$ cat config.mk
export PLATFORM = sky130hd
export DESIGN_NAME = move_sequencer
export DESIGN_NICKNAME = d
export VERILOG_FILES = /design/src/rtl/move_sequencer.sv
export SDC_FILE = /design/constraint.sdc
export NUM_CORES = 1
export LEC_CHECK = 0
export CORE_MARGIN = 5
export CORE_UTILIZATION = 35
export CTS_CLUSTER_SIZE = 24
export DETAILED_ROUTE_END_ITERATION = 10
export HOLD_SLACK_MARGIN = 0.1
export PLACE_DENSITY = 0.56
export REMOVE_ABC_BUFFERS = 1
export SETUP_SLACK_MARGIN = 0.15
export SKIP_LAST_GASP = 1
export SYNTH_ARGS = -nofsm -noshare
export SYNTH_HDL_FRONTEND = slang
export SYNTH_SLANG_ARGS = --single-unit
$ cat constraint.sdc
create_clock -name clk_i -period 4.1 [get_ports clk_i]
set_clock_uncertainty 0.2 [all_clocks]
set_input_delay 0.82 -clock clk_i [delete_from_list [all_inputs] [get_ports clk_i]]
set_output_delay 0.82 -clock clk_i [all_outputs]
set_load 0.005 [all_outputs]
$ cat src/rtl/move_sequencer.sv
// Move sequencer: arbitrates appear / gravity / user moves into a move checker and applies verdicts.
// Move codes: 1 LEFT, 2 RIGHT, 3 DOWN, 4 ROTATE, 5 APPEAR. Option: MOVE_SEQ_USER_FIRST_EN.
module move_sequencer #(
  parameter int unsigned EVT_FIFO_DEPTH = 4
) (
  input  logic       clk_i,
  input  logic       rst_n_i,
  input  logic       user_evt_valid_i,
  input  logic [2:0] user_evt_i,
  input  logic       tick_i,
  input  logic       appear_i,
  output logic       check_run_o,
  output logic [2:0] check_req_move_o,
  input  logic       check_done_i,
  input  logic       check_can_move_i,
  input  logic [1:0] check_move_x_i,
  input  logic [1:0] check_move_y_i,
  output logic       blk_upd_o,
  output logic [1:0] blk_dx_o,
  output logic [1:0] blk_dy_o,
  output logic       blk_rotate_o,
  output logic       blk_lock_o,
  output logic       game_over_o,
  output logic       evt_drop_o,
  output logic       busy_o
);

  localparam int unsigned PtrW = (EVT_FIFO_DEPTH > 2) ? $clog2(EVT_FIFO_DEPTH) : 1;
  localparam logic [PtrW:0] FullCnt = EVT_FIFO_DEPTH[PtrW:0];

  localparam logic [2:0] MoveLeft   = 3'd1;
  localparam logic [2:0] MoveRight  = 3'd2;
  localparam logic [2:0] MoveDown   = 3'd3;
  localparam logic [2:0] MoveRotate = 3'd4;
  localparam logic [2:0] MoveAppear = 3'd5;

  typedef enum logic [1:0] {StIdle, StRun, StWait} state_e;

  state_e          state_q;
  logic            pend_appear_q, pend_tick_q, game_over_q;
  logic            check_run_q, blk_upd_q, blk_rotate_q, blk_lock_q, evt_drop_q;
  logic [2:0]      req_move_q;
  logic [1:0]      blk_dx_q, blk_dy_q;
  logic [2:0]      fifo_mem_q [EVT_FIFO_DEPTH];
  logic [PtrW-1:0] rd_ptr_q, wr_ptr_q;
  logic [PtrW:0]   count_q;

  logic       user_ok, fifo_empty, fifo_full, idle;
  logic       sel_appear, sel_tick, sel_fifo;
  logic       done_wait, reject, flush, push, pop, drop;
  logic [2:0] sel_code;

  always_comb begin
    user_ok    = user_evt_valid_i && !game_over_q &&
                 (user_evt_i == MoveLeft || user_evt_i == MoveRight ||
                  user_evt_i == MoveDown || user_evt_i == MoveRotate);
    fifo_empty = (count_q == '0);
    fifo_full  = (count_q == FullCnt);
    idle       = (state_q == StIdle);
    sel_appear = idle && pend_appear_q;
`ifdef MOVE_SEQ_USER_FIRST_EN
    sel_fifo   = idle && !pend_appear_q && !fifo_empty;
    sel_tick   = idle && !pend_appear_q && fifo_empty && pend_tick_q;
`else
    sel_tick   = idle && !pend_appear_q && pend_tick_q;
    sel_fifo   = idle && !pend_appear_q && !pend_tick_q && !fifo_empty;
`endif
    sel_code = 3'd0;
    if (sel_appear)    sel_code = MoveAppear;
    else if (sel_tick) sel_code = MoveDown;
    else if (sel_fifo) sel_code = fifo_mem_q[rd_ptr_q];
    done_wait = (state_q == StWait) && check_done_i;
    reject    = done_wait && !check_can_move_i;
    // A rejected DOWN or APPEAR discards everything queued behind it, including same-cycle pushes.
    flush = reject && (req_move_q == MoveDown || req_move_q == MoveAppear);
    pop   = sel_fifo;
    push  = user_ok && !flush && (!fifo_full || pop);
    drop  = user_ok && !flush && fifo_full && !pop;
  end

  always_ff @(posedge clk_i) begin
    if (push) fifo_mem_q[wr_ptr_q] <= user_evt_i;
  end

  always_ff @(posedge clk_i or negedge rst_n_i) begin
    if (!rst_n_i) begin
      state_q       <= StIdle;
      pend_appear_q <= 1'b0;
      pend_tick_q   <= 1'b0;
      game_over_q   <= 1'b0;
      check_run_q   <= 1'b0;
      req_move_q    <= 3'd0;
      blk_upd_q     <= 1'b0;
      blk_dx_q      <= 2'd0;
      blk_dy_q      <= 2'd0;
      blk_rotate_q  <= 1'b0;
      blk_lock_q    <= 1'b0;
      evt_drop_q    <= 1'b0;
      rd_ptr_q      <= '0;
      wr_ptr_q      <= '0;
      count_q       <= '0;
    end else begin
      check_run_q  <= 1'b0;
      blk_upd_q    <= 1'b0;
      blk_dx_q     <= 2'd0;
      blk_dy_q     <= 2'd0;
      blk_rotate_q <= 1'b0;
      blk_lock_q   <= 1'b0;
      evt_drop_q   <= drop;

      // A new strobe in the cycle its flag is consumed re-arms the flag.
      if (appear_i)        pend_appear_q <= 1'b1;
      else if (sel_appear) pend_appear_q <= 1'b0;

      if (flush)                         pend_tick_q <= 1'b0;
      else if (tick_i && !game_over_q)   pend_tick_q <= 1'b1;
      else if (sel_tick)                 pend_tick_q <= 1'b0;

      if (appear_i)                                  game_over_q <= 1'b0;
      else if (reject && req_move_q == MoveAppear)   game_over_q <= 1'b1;

      if (flush) begin
        rd_ptr_q <= '0;
        wr_ptr_q <= '0;
        count_q  <= '0;
      end else begin
        if (pop)  rd_ptr_q <= rd_ptr_q + 1'b1;
        if (push) wr_ptr_q <= wr_ptr_q + 1'b1;
        if (push && !pop)      count_q <= count_q + 1'b1;
        else if (pop && !push) count_q <= count_q - 1'b1;
      end

      unique case (state_q)
        StIdle: begin
          if (sel_appear || sel_tick || sel_fifo) begin
            req_move_q  <= sel_code;
            check_run_q <= 1'b1;
            state_q     <= StRun;
          end
        end
        StRun: state_q <= StWait;
        StWait: begin
          if (check_done_i) begin
            state_q <= StIdle;
            if (check_can_move_i) begin
              if (req_move_q != MoveAppear) begin
                blk_upd_q    <= 1'b1;
                blk_dx_q     <= check_move_x_i;
                blk_dy_q     <= check_move_y_i;
                blk_rotate_q <= (req_move_q == MoveRotate);
              end
            end else if (req_move_q == MoveDown) begin
              blk_lock_q <= 1'b1;
            end
          end
        end
        default: state_q <= StIdle;
      endcase
    end
  end

  assign check_run_o      = check_run_q;
  assign check_req_move_o = req_move_q;
  assign blk_upd_o        = blk_upd_q;
  assign blk_dx_o         = blk_dx_q;
  assign blk_dy_o         = blk_dy_q;
  assign blk_rotate_o     = blk_rotate_q;
  assign blk_lock_o       = blk_lock_q;
  assign game_over_o      = game_over_q;
  assign evt_drop_o       = evt_drop_q;
  assign busy_o           = (state_q != StIdle);

endmodule

-- Word-level counts from Yosys, hierarchy flattened
Memory sizes are Yosys's and may differ from the RTL's.
Index checks and enable logic that the tools add are counted.
- register bits: 24
- bits in latches: 0
- memory bits (writable): 12
- bits in read-only memories: 0
- input bits: 14
- output and inout bits: 14
- word-level logic and storage cells: 122
- memories kept: 1
- $add $sub $neg: 4
- multipliers: 0
- div/mod/pow operators: 0
- order comparisons: 0
- equality and inequality tests: 13
- shift operators: 0
- multiplexer cells: 44
- bitwise gates (word level): 0
- reductions and logical operators: 45
- memory list (name ; words ; bits a word ; rd ports ; clocked after Yosys merged registers in ; wr ports ; RTL line ; source):
    fifo_mem_q ; 4 ; 3 ; 1 ; 0 ; 1 ; 44 ; logic [2:0] fifo_mem_q [EVT_FIFO_DEPTH];
- operators with widths (operator ; number):
    $mux 2 ; 14
    $mux 1 ; 23
    $logic_and 1x1->1 ; 18
    $mux 3 ; 6
    $eq 3x3->1 const B ; 4
    $reduce_bool 2->1 ; 5
    $eq 3x2->1 const B ; 3
    $logic_not 1->1 ; 9
    $logic_or 1x1->1 ; 7
    $pmux 2 s3 ; 1
    $reduce_bool 3->1 ; 2
    $add 2x1->2 const B ; 2
    $reduce_and 2->1 ; 2
    $add 3x1->3 const B ; 1
    $eq 3x1->1 const B ; 1
    $logic_not 3->1 ; 1
    $ne 3x3->1 const B ; 1
    $sub 3x1->3 const B ; 1
    $eq 2x1->1 const B ; 1
    $eq 2x2->1 const B ; 1
    $logic_not 2->1 ; 1
    $ne 2x1->1 const B ; 1
    $ne 2x2->1 const B ; 1

-- Longest topological paths before layout
Gate-level depths: netlist (run 1).
- depth in word-level cells: 12
- gate-level depth with buffers: 8
- gate-level depth less buffers: 7

-- Worst setup path before layout (run 1)
No wires, ideal clock.
- path kind: input port to flip-flop
- start: input port user_evt_i[1]
- end: register count_q[2]
- library setup time: 79 ps
- arrival: 2381 ps
- data required time: 3821 ps
- setup slack: 1440 ps
- cell stages on the path: 7
- path buffers: 0
- path through: or3_1 > nand4b_1 > nor4_1 > fa_1 > and3_1 > mux2i_1 > mux2i_1
- longest elaborated chain between the ends: 10
- elaborated cells between the ends (all ways): 16
- those cells by class: 4 x eq/ne; 2 x mux; 10 x reduce/logical
- RTL lines (item ; RTL line ; source):
    start: declaration ; 9 ; input logic [2:0] user_evt_i,
    $eq 3x1->1 / $eq 3x2->1 (equally long branches) ; 55 ; (user_evt_i == MoveLeft || user_evt_i == MoveRight ||
    $logic_or 1x1->1 (2 in series) ; 55 ;
    $logic_or 1x1->1 (*) ; 56 ; user_evt_i == MoveDown || user_evt_i == MoveRotate);
    $logic_and 1x1->1 (*) ; 54 ; user_ok = user_evt_valid_i && !game_over_q &&
    $logic_and 1x1->1 (*) (2 in series) ; 77 ; push = user_ok && !flush && (!fifo_full || pop);
    $logic_and 1x1->1 / $logic_not 1->1 (equally long branches) ; 129, 130 ;
    $mux 3 / $logic_and 1x1->1 (equally long branches) ; 129, 130 ;
    $mux 3 / $reduce_bool 3->1 (equally long branches) ; -- ;
    end signal: assignment ; 129 ; if (push && !pop) count_q <= count_q + 1'b1;
    end signal: assignment ; 130 ; else if (pop && !push) count_q <= count_q - 1'b1;
    end: declaration ; 46 ; logic [PtrW:0] count_q;
Every way passes the cells marked *; elsewhere a longest branch is shown, timed or not.
A chain may end at the register's enable or synchronous reset.

-- Worst setup path after layout (run 1)
- start: input port user_evt_i[0]
- end: register count_q[1]
The elaborated chain is that of the path after synthesis.

==> summary.md, run 1 <==
| Metric | Value |
|---|---|
| CP endpoint kind | register |
| Normalized max-slew margin | 0.277 |
| Worst min-delay path class | register to register |
| Total grt overflow | 0 |
| Port bufs | 27 |
| Worst vdd ir | 0.246 mV |
| DRT antenna net count | 0 |
| Tmin final | 3.11 ns |
| PostCTS Resize Cnt | 0 |
| Post-synthesis instance total | 133 |
| Setup crit start kind | primary input |
| FF-to-FF setup slack | 1.44 ns |
| Ys flop type | dfrtp_1 |
| Initial Util | 0.358 |
| Final #Nets | 183 |
| Synth Warn # | 0 |
| Vias per cell | 5.10 |
| Core area | 0.00469 mm2 |
| Final hold vios | 0 |
| Max H-tree Level | 2 |
| Crit-path max FO | 6 |
| Sum Neg Setup Slack | 0 ns |
| Endpoint of the worst setup timing path | count_q[1] |
| RSZ-0062 raised after global routing | no |
| Share of synthesized registers carrying an async set or reset | 0.667 |
| Clock Sinks | 36 |
| Ports | 28 |
| Total Routing Usage GR | 0.116 |
| Die area | 0.00629 mm2 |
| Antenna cells | 0 |
| # placed instances | 211 |
| Pleak | 0.000868 uW |
| Maxcap violations | 0 |
| Die W | 79.3 um |
| Outcome | complete, no violations |
| Setup Crit Path Kind | primary input to register |
| Setup bufs post-CTS | 0 |
| Mean Syn Cell Area | 12.6 um2 |
| Largest net degree at the start of global routing | 25 |
| Fmax | 322 MHz |
| Required @ worst endpoint | 4.08 ns |
| Initial antenna violation count | 0 |
| Wire length per cell | 15.1 um |
| Synthesis-stage register bit count | 36 |
| First-pass GRT wire length | 5550 um |
| Power per Cell Area | 619 mW/mm2 |
| Worst EP arrival | 3.08 ns |
| Final setup vio count | 0 |
| Num CTS Buffers | 5 |
| TritonCTS clock tree | done |
| Final Wtd Congestion | 0.792 |
| Post-layout util | 0.449 |
| Cell Area, Synth | 0.00168 mm2 |
| Period utilisation layout | 0.758 |
| Hold_buf cts | 0 |
| FF-to-FF Start | count_q[1] |
| Die height | 79.3 um |
| EDFF count, synth | 12 |
| Reg2Reg Depth | 5 |
| Total power draw | 1300 uW |
| P&R area growth vs syn | 25.3% |
| Yosys cell types | 41 |
| Final Non-Filler Cells | 219 |
| FP Rows | 25 |
| Vias | 1117 |
| DR iter-0 viols | 44 |
| R2R Path End | count_q[1] |
| Worst-Margin Slew | 1.08 ns |
| Hpwl dp | 2480 um |
| Clock-pin slew on the worst setup and hold paths | 0.07 ns |
| Root buffer cell | clkbuf_8 |
| Setup crit start | user_evt_i[0] |
| Clk_lat worst skew | 0.28 ns |
| # DRC | 0 |
| Share of layout cells above drive strength 1 | 0.121 |
| Seq/Total Area, Yosys | 0.572 |
| Pre-Repair DR Iteration Count | 4 |
| Post-Route WL | 3310 um |
| Vias in the first global route | 1139 |
| Longest Clk Path Bufs | 2 |
| Max-slew violations | 0 |
==> where the power goes <==
part | switching (uW) | internal [uW] | leakage [uW] | total (uW)
sequential | 108 | 463 | 0.000408 | 571
combinational | 205 | 228 | 0.000406 | 433
clock | 123 | 177 | 0.0000532 | 301
==> logic make-up after synthesis <==
logic type	Yosys count	share of synthesized area
and+or+nand+nor	50	0.181
DFF	36	0.572
AOI/OAI and AO/OA	18	0.0722
buffers and inverters	10	0.0268
muxes	10	0.0856
adders and majority gates	5	0.0417
xor gates and xnor gates	4	0.0209
==> state kept, by name (all words and copies together) (netlist names) <==
signal,flops
blk_dx_o,2
blk_dy_o,2
blk_lock_o,1
blk_rotate_o,1
blk_upd_o,1
check_req_move_o,3
check_run_o,1
count_q,3
evt_drop_o,1
fifo_mem_q,12
game_over_o,1
pend_appear_q,1
pend_tick_q,1
rd_ptr_q,2
state_q,2
wr_ptr_q,2
==> worst max-delay path: stages <==
cell and delay [ns]:
clkdlybuf4s50_1 0.50, o21ai_0 0.26, nand4b_1 0.28, nor4_1 0.43, fa_1 0.48, o32ai_1 0.30
==> layer usage <==
layer / routed length (um) / global-route usage / up-vias
met4: 45 / 0.0412 / 0
li1: - / - / 531
met1: 1450 / 0.140 / 548
met5: 0 / 0 / -
met2: 1620 / 0.193 / 33
met3: 192 / 0.0385 / 5
==> layout by cell type, fill, tap and decap left out, drive strengths merged, types with 2 or more instances in the layout <==
master	count
mux2i	5
nand2	11
nor3	3
edfxtp	12
nor3b	2
o21ai	3
nand2b	2
and2	9
xor2	2
and3	2
inv	7
ha	4
a211oi	2
xnor2	2
clkinv	2
nor2	8
mux4	3
clkbuf	5
mux2	2
clkdlybuf4s50	27
nor2b	2
dfrtp	24
nor4	2
and4	2
a21oi	8
or3	2
==> cells in the mapped netlist (all sizes together), types with 3 or more instances <==
library cell  number  area share
mux4               3       0.040
ha                 4       0.030
inv                7       0.016
and2               9       0.036
dfrtp             24        0.36
nand2             11       0.025
mux2i              5       0.030
a21oi              8       0.024
edfxtp            12        0.21
nor2               8       0.018
o21ai              3      0.0089
nor3               3      0.0089
==> through the flow <==
step / area (um2) / setup WS [ns] / hold WS (ns)
final: 2110 / 0.992 / 0.367
after global routing: 2110 / 0.816 / 0.397
after CTS: 2110 / 1.01 / 0.371
after detailed placement: 2000 / 0.721 / 0.363
after global placement: 2000 / 0.865 / 0.334
after floorplan: 1660 / 1.44 / 0.303
==> worst min-delay path by stage <==
| stage | start | to | slack, ns | cells past startpoint |
|---|---|---|---|---|
| after global placement | wr_ptr_q[0] | wr_ptr_q[0] | 0.33 | 1 |
| after CTS | wr_ptr_q[0] | wr_ptr_q[0] | 0.37 | 1 |
| after global routing | wr_ptr_q[0] | wr_ptr_q[0] | 0.40 | 1 |
| after floorplan | wr_ptr_q[0] | wr_ptr_q[0] | 0.30 | 1 |
| after detailed placement | wr_ptr_q[0] | wr_ptr_q[0] | 0.36 | 1 |
| final | wr_ptr_q[0] | wr_ptr_q[0] | 0.37 | 1 |
==> layout make-up <==
class,instances,area (um2)
Clock buffer,5,68.8
Clock inverter,3,37.5
Fill cell,436,2590
Inverter,7,26.3
Multi-Input combinational cell,87,674
Sequential cell,36,961
Tap cell,54,67.6
Timing Repair Buffer,27,270
Note: power is estimated with default switching activity, not from simulation.
==> run 2, diff against run 1 <==
Clock period 4.1 ns to 2.96 ns, I/O delays scaled along.
==> run 2 against run 1 <==
Setup slack got worse by 0.64 ns. Power rose by 34%. Design area up 1.5%. First-iteration DRC count grew 130%. Register-to-register slack worse by 1.1 ns. Routed wire length is 2.3% higher. Critical path type is now register to register. Largest cell class unchanged. Highest routed layer unchanged.
==> summary.md, run 2 (synthesis results as in run 1) <==
| Metric | Value |
|---|---|
| # DRC | 0 (unchanged) |
| CP endpoint kind | register |
| Period utilisation layout | 0.881 |
| Total Routing Usage GR | 0.120 (+0.00450) |
| Outcome | complete, no violations |
| Post-Route WL | 3390 um (+2.3%) |
| P&R area growth vs syn | 27.3% |
| Final Non-Filler Cells | 225 (+2.7%) |
| Die W | 79.3 um (unchanged) |
| FF-to-FF Start | count_q[1] |
| Num CTS Buffers | 5 (unchanged) |
| Port bufs | 27 (unchanged) |
| Hold_buf cts | 0 (unchanged) |
| Required @ worst endpoint | 2.94 ns (-1.14 ns) |
| Final #Nets | 189 (+3.3%) |
| Hpwl dp | 2540 um (+2.3%) |
| TritonCTS clock tree | done |
| Initial antenna violation count | 0 (unchanged) |
| Pleak | 0.000893 uW (+2.9%) |
| Vias per cell | 4.94 (-3.2%) |
| Die height | 79.3 um (unchanged) |
| Most flops, register | fifo_mem_q |
| Setup Crit Path Kind | register to register |
| Setup crit start kind | register |
| Vias | 1111 (-0.54%) |
| Vias in the first global route | 1178 (+3.4%) |
| Crit path cell chain | or3_1, and2_1, nor4_2, fa_1, o32ai_1 |
| Setup bufs post-CTS | 0 (unchanged) |
| Critical path depth in cells | 5 (-1) |
| Initial Util | 0.358 (unchanged) |
| DRT antenna net count | 0 (unchanged) |
| Final hold vios | 0 (unchanged) |
| Longest Clk Path Bufs | 2 (unchanged) |
| Worst EP arrival | 2.59 ns (-0.49 ns) |
| Critical path's largest stage delay | 0.53 ns (+0.03 ns) |
| Reg2Reg Depth | 5 (unchanged) |
| DR iter-0 viols | 99 (+130%) |
| Hold wc startpoint | wr_ptr_q[0] |
| CP max stage cell | or3_1 |
| Normalized max-slew margin | 0.732 (+0.455) |
| PostCTS Resize Cnt | 0 (unchanged) |
| Core area | 0.00469 mm2 (unchanged) |
| Setup crit start | count_q[1] |
| Max H-tree Level | 2 (unchanged) |
| CP Buf/Inv Count | 0 (-1) |
| Worst vdd ir | 0.287 mV (+16%) |
| # placed instances | 217 (+2.8%) |
| Largest register FFs | 12 (unchanged) |
| Final Wtd Congestion | 0.839 (+5.9%) |
| Commonest cells after routing, fill and taps aside | clkdlybuf4s50_1 (27), dfrtp_1 (24), edfxtp_1 (12), nand2_1 (11) |
| First-pass GRT wire length | 5770 um (+4.0%) |
| Worst min-delay path class | register to register |
| RSZ-0062 raised after global routing | no |
| Clock-pin slew on the worst setup and hold paths | 0.08 ns (about the same) |
| Sum Neg Setup Slack | 0 ns (unchanged) |
| Antenna cells | 0 (unchanged) |
| Hold depth | 1 (unchanged) |
| Share of layout cells above drive strength 1 | 0.170 (+0.0484) |
| Power per Cell Area | 817 mW/mm2 (+32%) |
| Worst path top cell family by delay | simple AND/OR/NAND/NOR gates |
| Fmax | 384 MHz |
| FP Rows | 25 (unchanged) |
| Largest net degree at the start of global routing | 25 (unchanged) |
| Max-slew violations | 0 (unchanged) |
| Crit-path max FO | 9 (+3) |
| Die area | 0.00629 mm2 (unchanged) |
| Final setup vio count | 0 (unchanged) |
| Clk_lat worst skew | 0.29 ns (about the same) |
| Worst-Margin Slew | 0.399 ns (-0.681 ns) |
| Clock Sinks | 36 (unchanged) |
| Wire length per cell | 15.0 um (-0.40%) |
| Pre-Repair DR Iteration Count | 4 (unchanged) |
| Tmin final | 2.61 ns |
| Ports | 28 (unchanged) |
| Total grt overflow | 0 (unchanged) |
| Root buffer cell | clkbuf_8 |
| Maxcap violations | 0 (unchanged) |
| Commonest non-fill, non-tap cell in the layout | clkdlybuf4s50_1 |
## run 2: worst reg2reg max path: cells and delay by family, from the launching register on
family | cells | cell delay (ns)
and+or+nand+nor | 3 | 1.11
adders and majority gates | 1 | 0.48
DFF | 1 | 0.43
AOI/OAI and AO/OA | 1 | 0.29
## run 2: final timing paths
check	end	slack, ns
min reg2reg	wr_ptr_q[0]	0.35
min in group asynchronous	wr_ptr_q[1]	0.47
max in group asynchronous	pend_appear_q	1.84
max reg2reg	count_q[1]	0.35
max	count_q[1]	0.35
min	wr_ptr_q[0]	0.35
## run 2: where the power goes
group,internal [uW],switching [uW]
Combinational,330,287
Sequential,641,148
Clock,164,177
## run 2: per-layer routing
metal,track usage,share of wire
met1,0.149,0.45
met2,0.194,0.48
met3,0.0397,0.050
met4,0.0464,0.020
met5,0,0
## run 2: area by class of cell
class / count / area, um2
Fill cell: 448 / 2550
Sequential cell: 36 / 961
Multi-Input combinational cell: 87 / 681
Timing Repair Buffer: 33 / 315
Clock buffer: 5 / 68.8
Tap cell: 54 / 67.6
Inverter: 7 / 26.3
Clock inverter: 3 / 18.8
## run 2: metrics by stage
step / util / power [uW] / setup WS [ns] / cell area, um2 / hold slack, ns
after floorplan: - / 1170 / 0.528 / 1660 / 0.0964
after global placement: 0.436 / 1390 / 0.162 / 2040 / 0.332
after detailed placement: 0.436 / 1420 / 0.0626 / 2040 / 0.348
after CTS: 0.454 / 1760 / 0.284 / 2130 / 0.359
after global routing: 0.456 / 1890 / 0.296 / 2140 / 0.388
final: 0.456 / 1750 / 0.353 / 2140 / 0.350
